File: config.mk
export PLATFORM = sky130hd
export DESIGN_NAME = hazard_flush_ctrl
export DESIGN_NICKNAME = d
export VERILOG_FILES = /design/src/rtl/hazard_flush_ctrl_pkg.sv /design/src/rtl/hazard_flush_ctrl_sat_counter.sv /design/src/rtl/hazard_flush_ctrl.sv
export SDC_FILE = /design/constraint.sdc
export NUM_CORES = 1
export LEC_CHECK = 0
export CAP_MARGIN = 20
export CORE_AREA = 2 2 74 93
export DETAILED_ROUTE_END_ITERATION = 6
export DIE_AREA = 0 0 76 95
export PLACE_DENSITY_LB_ADDON = 0.2
export SLEW_MARGIN = 20
export SYNTH_ARGS = -nofsm -noshare
export SYNTH_HDL_FRONTEND = slang
export SYNTH_SLANG_ARGS = --single-unit
export TNS_END_PERCENT = 100
File: constraint.sdc
create_clock -name i_clk -period 2.6 [get_ports i_clk]
set_input_delay 0.26 -clock i_clk [delete_from_list [all_inputs] [get_ports i_clk]]
set_output_delay 0.26 -clock i_clk [all_outputs]
set_load 0.005 [all_outputs]
File: src/rtl/hazard_flush_ctrl_pkg.sv
// Shared types and constants for the ID/EX hazard and flush controller.
package hazard_flush_ctrl_pkg;

    // Width of an architectural register index.
    localparam int REG_IDX_W = 4;

    // Wait-state machine encoding.
    typedef enum logic [1:0] {
        ST_RUN      = 2'd0,
        ST_MEM_WAIT = 2'd1,
        ST_ERROR    = 2'd2
    } state_t;

    // A source operand collides with a destination only when the operand is actually read.
    function automatic logic src_match(
        input logic                 used,
        input logic [REG_IDX_W-1:0] src,
        input logic [REG_IDX_W-1:0] dest
    );
        return used & (src == dest);
    endfunction

endpackage

File: src/rtl/hazard_flush_ctrl_sat_counter.sv
// Saturating up-counter with synchronous clear; clear wins over increment.
module sat_counter #(
    parameter int W = 16
) (
    input  logic         i_clk,
    input  logic         i_rst,
    input  logic         i_inc,
    input  logic         i_clr,
    output logic [W-1:0] o_count
);

    logic [W-1:0] r_count;

    // Count events, stick at all-ones, clear on request.
    always_ff @(posedge i_clk or negedge i_rst) begin
        if (!i_rst) begin
            r_count <= '0;
        end else if (i_clr) begin
            r_count <= '0;
        end else if (i_inc && (r_count != {W{1'b1}})) begin
            r_count <= r_count + {{(W-1){1'b0}}, 1'b1};
        end else begin
            r_count <= r_count;
        end
    end

    assign o_count = r_count;

endmodule

File: src/rtl/hazard_flush_ctrl.sv
// Clear/hold control for the IF/ID and ID/EX stage registers, with a
// data-memory wait-state machine, a sticky timeout and stall/flush counters.
module hazard_flush_ctrl
    import hazard_flush_ctrl_pkg::*;
#(
    parameter bit FORWARD_EN = 1'b1,
    parameter int CNT_W      = 16,
    parameter int TIMEOUT    = 255
) (
    input  logic                 i_clk,
    input  logic                 i_rst,
    input  logic [REG_IDX_W-1:0] i_id_src1,
    input  logic [REG_IDX_W-1:0] i_id_src2,
    input  logic                 i_id_two_src,
    input  logic                 i_id_src1_used,
    input  logic [REG_IDX_W-1:0] i_exe_dest,
    input  logic                 i_exe_wb_en,
    input  logic                 i_exe_mem_r_en,
    input  logic                 i_exe_branch,
    input  logic [REG_IDX_W-1:0] i_mem_dest,
    input  logic                 i_mem_wb_en,
    input  logic                 i_mem_req,
    input  logic                 i_mem_ready,
    input  logic                 i_cnt_clr,
    output logic                 o_freeze_if_id,
    output logic                 o_flush_if_id,
    output logic                 o_flush_id_ex,
    output logic                 o_freeze_all,
    output logic                 o_mem_timeout,
    output logic [CNT_W-1:0]     o_stall_cycles,
    output logic [CNT_W-1:0]     o_flush_events
);

    // Value of the wait counter on the cycle whose edge makes it reach TIMEOUT.
    localparam logic [7:0] TIMEOUT_LAST = 8'(TIMEOUT - 1);

    state_t     r_state;
    logic [7:0] r_wait_cnt;
    logic       r_mem_timeout;

    logic w_exe_match;
    logic w_mem_match;
    logic w_hazard;
    logic w_mem_stall;
    logic w_freeze_if_id;
    logic w_flush_if_id;
    logic w_flush_id_ex;
    logic w_freeze_all;

    assign w_exe_match = src_match(i_id_src1_used, i_id_src1, i_exe_dest)
                       | src_match(i_id_two_src,   i_id_src2, i_exe_dest);
    assign w_mem_match = src_match(i_id_src1_used, i_id_src1, i_mem_dest)
                       | src_match(i_id_two_src,   i_id_src2, i_mem_dest);
    assign w_mem_stall = i_mem_req & ~i_mem_ready;

    // Wait-state machine: track outstanding memory accesses and latch a timeout.
    always_ff @(posedge i_clk or negedge i_rst) begin
        if (!i_rst) begin
            r_state       <= ST_RUN;
            r_wait_cnt    <= 8'd0;
            r_mem_timeout <= 1'b0;
        end else begin
            case (r_state)
                ST_RUN: begin
                    r_wait_cnt    <= 8'd0;
                    r_mem_timeout <= r_mem_timeout;
                    if (w_mem_stall) begin
                        r_state <= ST_MEM_WAIT;
                    end else begin
                        r_state <= ST_RUN;
                    end
                end
                ST_MEM_WAIT: begin
                    if (i_mem_ready) begin
                        r_state       <= ST_RUN;
                        r_wait_cnt    <= 8'd0;
                        r_mem_timeout <= r_mem_timeout;
                    end else if (r_wait_cnt == TIMEOUT_LAST) begin
                        r_state       <= ST_ERROR;
                        r_wait_cnt    <= r_wait_cnt + 8'd1;
                        r_mem_timeout <= 1'b1;
                    end else begin
                        r_state       <= ST_MEM_WAIT;
                        r_wait_cnt    <= r_wait_cnt + 8'd1;
                        r_mem_timeout <= r_mem_timeout;
                    end
                end
                ST_ERROR: begin
                    r_state       <= ST_ERROR;
                    r_wait_cnt    <= r_wait_cnt;
                    r_mem_timeout <= 1'b1;
                end
                default: begin
                    // An unencodable state is treated as a fault and parked in ERROR.
                    r_state       <= ST_ERROR;
                    r_wait_cnt    <= r_wait_cnt;
                    r_mem_timeout <= 1'b1;
                end
            endcase
        end
    end

    // Read-after-write detection; without forwarding every in-flight producer stalls.
    always_comb begin
        w_hazard = 1'b0;
        if (FORWARD_EN) begin
            w_hazard = i_exe_wb_en & i_exe_mem_r_en & w_exe_match;
        end else begin
            w_hazard = (i_exe_wb_en & w_exe_match) | (i_mem_wb_en & w_mem_match);
        end
    end

    // Prioritised control: memory freeze, then branch squash, then hazard bubble.
    always_comb begin
        w_freeze_if_id = 1'b0;
        w_flush_if_id  = 1'b0;
        w_flush_id_ex  = 1'b0;
        w_freeze_all   = 1'b0;
        if (!i_rst) begin
            w_freeze_all = 1'b0;
        end else if ((r_state == ST_ERROR) || w_mem_stall) begin
            // Everything holds, including a branch waiting in ID/EX.
            w_freeze_all = 1'b1;
        end else if (i_exe_branch) begin
            // The hazarding instruction in ID is squashed, so no stall is needed.
            w_flush_if_id = 1'b1;
            w_flush_id_ex = 1'b1;
        end else if (w_hazard) begin
            w_freeze_if_id = 1'b1;
            w_flush_id_ex  = 1'b1;
        end else begin
            w_freeze_all = 1'b0;
        end
    end

    sat_counter #(.W(CNT_W)) u_stall_cnt (
        .i_clk   (i_clk),
        .i_rst   (i_rst),
        .i_inc   (w_freeze_if_id | w_freeze_all),
        .i_clr   (i_cnt_clr),
        .o_count (o_stall_cycles)
    );

    sat_counter #(.W(CNT_W)) u_flush_cnt (
        .i_clk   (i_clk),
        .i_rst   (i_rst),
        .i_inc   (w_flush_if_id),
        .i_clr   (i_cnt_clr),
        .o_count (o_flush_events)
    );

    assign o_freeze_if_id = w_freeze_if_id;
    assign o_flush_if_id  = w_flush_if_id;
    assign o_flush_id_ex  = w_flush_id_ex;
    assign o_freeze_all   = w_freeze_all;
    assign o_mem_timeout  = r_mem_timeout;

endmodule

==> After elaboration in Yosys (flattened, before gate mapping) <==
Cells that the tools add are included.
{ "word_totals": {"ff_bits": 43, "inputBits": 27, "output_inout_bits": 37} }
{ "op_classes": {"n_addsub": 3, "eq_ne": 9, "n_mux": 25, "bitwise": 9, "n_reduce_logical": 8} }
{ "op_table": {"columns": ["op", "count"], "rows": [
  ["16-bit two-way mux", 4],
  ["16-bit by 1-bit adder with 16-bit output (second input constant)", 2],
  ["16-bit inequality test (second input constant)", 2],
  ["8-bit one-hot mux with 2 select lines", 1],
  ["1-bit two-way mux", 15],
  ["8-bit by 1-bit adder with 8-bit output (second input constant)", 1],
  ["4-bit == test", 2],
  ["8-bit == test (second input constant)", 1],
  ["8-bit two-way mux", 1],
  ["2-bit nonzero test", 3],
  ["1-bit bitwise AND", 5],
  ["2-bit two-way mux", 2],
  ["2-bit inequality test (second input constant)", 2],
  ["2-bit one-hot mux with 2 select lines", 1],
  ["3-bit AND reduction", 1],
  ["2-bit by 1-bit == test with 1-bit output (second input constant)", 1],
  ["2-bit == test (second input constant)", 1],
  ["1-bit logical AND", 2],
  ["2-bit logical NOT", 1],
  ["1-bit inverter", 2],
  ["1-bit OR", 2],
  ["1-bit one-hot mux with 2 select lines", 1],
  ["1-bit logical OR", 1]
]} }

==> Depth between registers and ports, before layout <==
{ "logic_depth": {"word_depth": 12, "mapped_depth": 8, "ltp_nobuf": 7} }

==> Modules after synthesis <==
A second synthesis with hierarchy kept.
{ "unflattened": {"hier_cells": 286, "area_unflattened_um2": 2658.8} }
{ "by_module_without_submodules": {"columns": ["module", "instances", "cells_per_inst", "area_each_um2", "seq_area_each_um2"], "rows": [
  ["sat_counter", 2, 98, 942.2, 400.4],
  ["hazard_flush_ctrl", 1, 90, 774.5, 275.3]
]} }

==> Least setup slack after synthesis <==
No wires, ideal clock.
{ "synth_timing": {"kind": "flip-flop to flip-flop", "from": "register r_state[1]", "to": "register u_stall_cnt.r_count[5] (netlist: u_stall_cnt.o_count[5])", "arrival_time_ps": 1876, "slack_ps": 597, "path_stages_with_launch": 8, "n_path_buf": 1, "path_cell_list": "dfrtp_1 -> nor2b_2 -> nor4b_4 -> nand3_2 -> and3_4 -> buf_6 -> nor4_4 -> mux2_1"} }
{ "synth_via": {"elab_chain_len": 7, "word_cells_on_any_way": 9, "classes_between": "1 x eq/ne; 4 x mux; 1 x bitwise; 3 x reduce/logical"} }
{ "synth_rtl": {"columns": ["item", "line", "rtl"], "rows": [
  ["start, declared", "hazard_flush_ctrl.sv:37", "state_t r_state;"],
  ["start signal, assigned", "hazard_flush_ctrl.sv:59", "r_state <= ST_RUN;"],
  ["start signal, assigned", "hazard_flush_ctrl.sv:68", "r_state <= ST_MEM_WAIT;"],
  ["start signal, assigned", "hazard_flush_ctrl.sv:70", "r_state <= ST_RUN;"],
  ["2-bit == test (*)", "hazard_flush_ctrl.sv:121", "end else if ((r_state == ST_ERROR) || w_mem_stall) begin"],
  ["1-bit logical OR (*)", "hazard_flush_ctrl.sv:121", null],
  ["1-bit two-way mux", "hazard_flush_ctrl.sv:121", null],
  ["1-bit two-way mux", "hazard_flush_ctrl.sv:119", "if (!i_rst) begin"],
  ["1-bit OR (*)", "hazard_flush_ctrl.sv:139", ".i_inc (w_freeze_if_id | w_freeze_all),"],
  ["1-bit logical AND (*)", "hazard_flush_ctrl_sat_counter.sv:20", "end else if (i_inc && (r_count != {W{1'b1}})) begin"],
  ["2-bit nonzero test (no line) (*)", null, null],
  ["end signal, assigned", "hazard_flush_ctrl_sat_counter.sv:21", "r_count <= r_count + {{(W-1){1'b0}}, 1'b1};"],
  ["end signal, assigned", "hazard_flush_ctrl_sat_counter.sv:23", "r_count <= r_count;"],
  ["end, declared", "hazard_flush_ctrl_sat_counter.sv:12", "logic [W-1:0] r_count;"]
]} }
Every way passes the cells marked *; elsewhere a longest branch is shown, timed or not.
A chain may end at the register's enable or synchronous reset.

==> Final worst setup path <==
{ "layout_timing": {"from": "input port i_exe_dest[3]", "to": "output port o_flush_id_ex"} }
{ "layout_via": {"elab_chain_len": 8, "word_cells_on_any_way": 10, "classes_between": "2 x eq/ne; 4 x mux; 4 x bitwise"} }
{ "layout_rtl": {"columns": ["item", "line", "rtl"], "rows": [
  ["start, declared", "hazard_flush_ctrl.sv:16", "input logic [REG_IDX_W-1:0] i_exe_dest,"],
  ["4-bit == test", "hazard_flush_ctrl_pkg.sv:20", "return used & (src == dest);"],
  ["1-bit bitwise AND", "hazard_flush_ctrl_pkg.sv:20", null],
  ["1-bit OR (*)", "hazard_flush_ctrl.sv:51", "| src_match(i_id_two_src, i_id_src2, i_exe_dest);"],
  ["1-bit bitwise AND (*)", "hazard_flush_ctrl.sv:107", "w_hazard = i_exe_wb_en & i_exe_mem_r_en & w_exe_match;"],
  ["1-bit two-way mux (*)", "hazard_flush_ctrl.sv:128", "end else if (w_hazard) begin"],
  ["1-bit two-way mux (*)", "hazard_flush_ctrl.sv:124", "end else if (i_exe_branch) begin"],
  ["1-bit two-way mux (*)", "hazard_flush_ctrl.sv:121", null],
  ["1-bit two-way mux (*)", "hazard_flush_ctrl.sv:119", null],
  ["end, declared", "hazard_flush_ctrl.sv:27", "output logic o_flush_id_ex,"]
]} }
Marks and branches as above.

==> impl_results.html <==
<table>
<tr><th>Metric</th><th>Value</th></tr>
<tr><th colspan="2">Synthesis</th></tr>
<tr><td>Leading cell types by total area after synthesis</td><td>sky130_fd_sc_hd__dfrtp_1, sky130_fd_sc_hd__xor2_1, sky130_fd_sc_hd__nor2_1</td></tr>
<tr><td>Fraction of registers with async set/reset</td><td>1.00</td></tr>
<tr><td>Total number of yosys warnings</td><td>0</td></tr>
<tr><td>Cell area after technology mapping</td><td>2460 um^2</td></tr>
<tr><td>Number of synthesized register bits</td><td>43</td></tr>
<tr><td>Number of synthesized flops with an enable pin</td><td>0</td></tr>
<tr><td>Area share of the largest cell type after synthesis</td><td>0.438</td></tr>
<tr><td>Commonest register cell after synthesis</td><td>sky130_fd_sc_hd__dfrtp_1</td></tr>
<tr><td>Synthesized Nets</td><td>296</td></tr>
<tr><td>Cell variety after synth</td><td>50</td></tr>
<tr><td>Mapped Avg Cell Area</td><td>9.27 um^2</td></tr>
<tr><td>Cell type with the largest total area after synthesis</td><td>sky130_fd_sc_hd__dfrtp_1</td></tr>
<tr><td>Post-synthesis sequential area ratio</td><td>0.438</td></tr>
<tr><td>Instance count of the mapped netlist</td><td>265</td></tr>
<tr><th colspan="2">Global route</th></tr>
<tr><td>Maximum number of pins on one net before global-route repair</td><td>27</td></tr>
<tr><td>Initial antenna violation count</td><td>0</td></tr>
<tr><td>Global-route wire length before repair</td><td>9630 um</td></tr>
<tr><td>All-Layer GR Usage</td><td>0.163</td></tr>
<tr><td>Vias in the first global route</td><td>about 2,100</td></tr>
<tr><td>Gr ovfl total</td><td>0</td></tr>
<tr><th colspan="2">Timing</th></tr>
<tr><td>Unrepaired setup endpoints after global routing</td><td>false</td></tr>
<tr><td>Highest achievable clock rate</td><td>420 MHz</td></tr>
<tr><td>Fin crit share</td><td>0.915</td></tr>
<tr><td>Relative max-transition margin</td><td>0.676</td></tr>
<tr><td>Accumulated negative setup slack</td><td>0 ns</td></tr>
<tr><td>Transition time of the tightest slew-check pin</td><td>0.484 ns</td></tr>
<tr><td>Post-route minimum period</td><td>2.38 ns</td></tr>
<tr><td>Hold Violations, Final</td><td>0</td></tr>
<tr><td>Setup clock skew after layout</td><td>0.00890 ns</td></tr>
<tr><td>Count of final max-slew check failures</td><td>0</td></tr>
<tr><td>Final setup fails</td><td>0</td></tr>
<tr><td>Final Worst Setup Slack</td><td>0.222 ns</td></tr>
<tr><th colspan="2">CTS</th></tr>
<tr><td>Deepest clock path buffer count</td><td>2</td></tr>
<tr><td>Post-CTS repair timing setup buffer count</td><td>0</td></tr>
<tr><td>TritonCTS clock tree</td><td>built</td></tr>
<tr><td>Number of clock buffers inserted by TritonCTS</td><td>5</td></tr>
<tr><td>CTS sink cnt</td><td>43</td></tr>
<tr><td>Number of H-tree branching levels</td><td>2</td></tr>
<tr><td>Root cell of the clock tree</td><td>sky130_fd_sc_hd__clkbuf_8</td></tr>
<tr><td>Clock transition at path regs</td><td>0.08 ns</td></tr>
<tr><td>Insertion delay of the later-clocked pin in the worst-skew pair</td><td>0.29 ns</td></tr>
<tr><th colspan="2">Setup path</th></tr>
<tr><td>WP data required</td><td>2.34 ns</td></tr>
<tr><td>Critical path, cell by cell</td><td>clkdlybuf4s50_1 &gt; xor2_1 &gt; nor3_1 &gt; a221oi_1 &gt; nor4b_1 &gt; clkdlybuf4s50_1</td></tr>
<tr><td>Kind of cell adding the most delay to the critical path</td><td>buffers and inverters</td></tr>
<tr><td>Slowest cell delay on critical path</td><td>0.56 ns</td></tr>
<tr><td>Critical Path Slowest Stage Cell</td><td>sky130_fd_sc_hd__clkdlybuf4s50_1</td></tr>
<tr><td>Setup Crit Path Kind</td><td>input port to primary output</td></tr>
<tr><td>Kind of capture point of the worst setup path</td><td>primary output</td></tr>
<tr><td>Library cell appearing most often on the critical path</td><td>sky130_fd_sc_hd__clkdlybuf4s50_1</td></tr>
<tr><td>Number of buffer and inverter instances along the worst setup path</td><td>2</td></tr>
<tr><td>Critical path arrival</td><td>2.12 ns</td></tr>
<tr><td>R2R Setup Slk</td><td>approximately 0.47 ns</td></tr>
<tr><td>Startpoint types</td><td>input port</td></tr>
<tr><td>Maximum fanout along the worst path</td><td>2</td></tr>
<tr><th colspan="2">Drt</th></tr>
<tr><td>Total routed wirelength</td><td>5620 um</td></tr>
<tr><td>Vias per cell</td><td>roughly 5.2</td></tr>
<tr><td>First DRT Iteration DRCs</td><td>59</td></tr>
<tr><td>Routed wire per std cell</td><td>13.5 um</td></tr>
<tr><td>Post-detailed-route DRC marker count</td><td>0</td></tr>
<tr><td>ANT nets after route</td><td>0</td></tr>
<tr><td>Total vias in the final route</td><td>2,173</td></tr>
<tr><td>First-pass iteration count of the detailed router</td><td>5</td></tr>
<tr><th colspan="2">Placement</th></tr>
<tr><td>Global placement routability congestion</td><td>a little over 0.8</td></tr>
<tr><td>Cell count after placement</td><td>a little over 400</td></tr>
<tr><td>Setup WS pre-CTS</td><td>between 0.15 and 0.2 ns</td></tr>
<tr><td>Cell Area, Placed</td><td>3140 um^2</td></tr>
<tr><td>Dpl hpwl</td><td>just over 4000 um</td></tr>
<tr><td>Number of I/O port buffers</td><td>58</td></tr>
<tr><th colspan="2">Floorplanning</th></tr>
<tr><td>Die outline area</td><td>7220 um^2</td></tr>
<tr><td>Chip height</td><td>95 um</td></tr>
<tr><td>Core box area</td><td>between 6000 and 7000 um^2</td></tr>
<tr><td># rows</td><td>33</td></tr>
<tr><td>Starting Density</td><td>0.384</td></tr>
<tr><td>Horiz. Die Dim</td><td>76 um</td></tr>
<tr><td>Top-level port count</td><td>64</td></tr>
<tr><th colspan="2">Layout</th></tr>
<tr><td>Share of cells above drive strength 1</td><td>0.0881</td></tr>
<tr><td>Commonest cells after routing, fill and taps aside</td><td>sky130_fd_sc_hd__clkdlybuf4s50_1, sky130_fd_sc_hd__dfrtp_1, sky130_fd_sc_hd__nor2_1</td></tr>
<tr><td>Layout Nets</td><td>~360</td></tr>
<tr><td>Number of diodes</td><td>0</td></tr>
<tr><td>Count of non-filler cells in the finished layout</td><td>416</td></tr>
<tr><td>Synthesis-to-layout area growth</td><td>32.6%</td></tr>
<tr><td>Most common cell after layout, fill and taps aside</td><td>sky130_fd_sc_hd__clkdlybuf4s50_1</td></tr>
<tr><td>Final non-filler cell area</td><td>between 3000 and 4000 um^2</td></tr>
<tr><th colspan="2">Pwr</th></tr>
<tr><td>Ratio of total power to cell area</td><td>approximately 390 nW/um^2</td></tr>
<tr><td>IR drop worst, VDD</td><td>0.000286 V</td></tr>
<tr><td>Leakage dissipation</td><td>1.24 nW</td></tr>
<tr><th colspan="2">Min path</th></tr>
<tr><td>Type of the worst min-delay path</td><td>input port to async pin</td></tr>
<tr><th colspan="2">Job</th></tr>
<tr><td>Maximum capacitance violations</td><td>0</td></tr>
<tr><th colspan="2">Status</th></tr>
<tr><td>Status</td><td>complete, no violations</td></tr>
</table>
## worst paths after layout
check,from,cells after the start,end
setup / recovery,i_exe_dest[3],6,o_flush_id_ex
min in group i_clk,r_wait_cnt[7],1,r_wait_cnt[7]
hold reg to reg,r_wait_cnt[7],1,r_wait_cnt[7]
setup reg to reg,u_stall_cnt.o_count[10],6,u_stall_cnt.o_count[2]
hold / removal,i_rst,2,u_stall_cnt.o_count[14]
max in group asynchronous,i_rst,3,u_flush_cnt.o_count[1]
## per-stage QoR
| stage | hold slack, ns | total power, W | util |
|---|---|---|---|
| 3_5_place_dp | 0.0810 | 0.000815 | 0.491 |
| 3_3_place_gp | 0.0818 | 0.000813 | 0.491 |
| 6_report | 0.297 | 0.00127 | 0.509 |
| 4_1_cts | 0.295 | 0.00129 | 0.508 |
| 2_1_floorplan | -0.0356 | 0.000741 | - |
| 5_1_grt | 0.310 | 0.00133 | 0.509 |
## flip-flops by register name, summed over array words and instances (netlist names)
signal,count
o_mem_timeout,1
r_state,2
r_wait_cnt,8
u_flush_cnt.o_count,16
u_stall_cnt.o_count,16
## synth_stat cells (2+ instances only)
library cell / number
sky130_fd_sc_hd__nand2_1: 22
sky130_fd_sc_hd__clkbuf_1: 6
sky130_fd_sc_hd__nand4_1: 11
sky130_fd_sc_hd__nand3_1: 13
sky130_fd_sc_hd__o21ai_0: 17
sky130_fd_sc_hd__and2_1: 3
sky130_fd_sc_hd__and4_1: 3
sky130_fd_sc_hd__or3_1: 11
sky130_fd_sc_hd__xor2_1: 13
sky130_fd_sc_hd__a311oi_1: 2
sky130_fd_sc_hd__buf_6: 2
sky130_fd_sc_hd__buf_2: 2
sky130_fd_sc_hd__a31oi_1: 2
sky130_fd_sc_hd__nor2b_1: 3
sky130_fd_sc_hd__or4_1: 4
sky130_fd_sc_hd__o31ai_1: 8
sky130_fd_sc_hd__xnor2_1: 8
sky130_fd_sc_hd__nor2_1: 25
sky130_fd_sc_hd__ha_1: 4
sky130_fd_sc_hd__mux2_1: 2
sky130_fd_sc_hd__nor3_1: 7
sky130_fd_sc_hd__inv_1: 4
sky130_fd_sc_hd__a21oi_1: 18
sky130_fd_sc_hd__o21ai_1: 4
sky130_fd_sc_hd__dfrtp_1: 43
sky130_fd_sc_hd__and3_1: 2
sky130_fd_sc_hd__nand3_2: 3
## metal layers
metal / routed length [um] / up-vias / track usage
met5: 0 / - / 0
met2: 2890 / 41 / 0.292
li1: - / 1093 / -
met1: 2470 / 1031 / 0.201
met3: 193 / 8 / 0.0335
met4: 65 / 0 / 0.0485
## worst reg2reg max path, delay by kind of cell, from the launching register on
family           cells  cell delay (ns)
and+or+nand+nor      5             1.24
muxes                1             0.32
DFF                  1             0.45
## cell families (layout without fill, tap and decap cells)
logic type	count (synthesis)	in the layout	synth area share
compound gates	59	59	0.144
xor+xnor	21	21	0.0749
fa+ha+maj	4	4	0.0204
buf+inv	15	79	0.0301
flops	43	43	0.438
mux	3	3	0.0132
simple gates	120	120	0.279
## layout make-up
cell class              count  area (um^2)
fillers                   612         3140
repair buffers             67          646
inverters                   4         15.0
flip-flops and latches     43         1080
well taps                  87          109
multi-input cells         207         1310
clock buffers               8          100
## repair_timing
action | 4_1_cts | 5_1_grt
hold endpoints to repair | 2 | 0
hold buffers | 1 | 0
endpoints found under the setup margin | 0 | 1
resized for setup | 0 | 1
## power by group
group | switching, W | internal, W | total, W
registers | 0.00000705 | 0.000673 | 0.000680
logic | 0.0000598 | 0.0000615 | 0.000121
clock network | 0.000222 | 0.000243 | 0.000465
total | 0.000289 | 0.000977 | 0.00127
(Power assumes the default switching activity.)
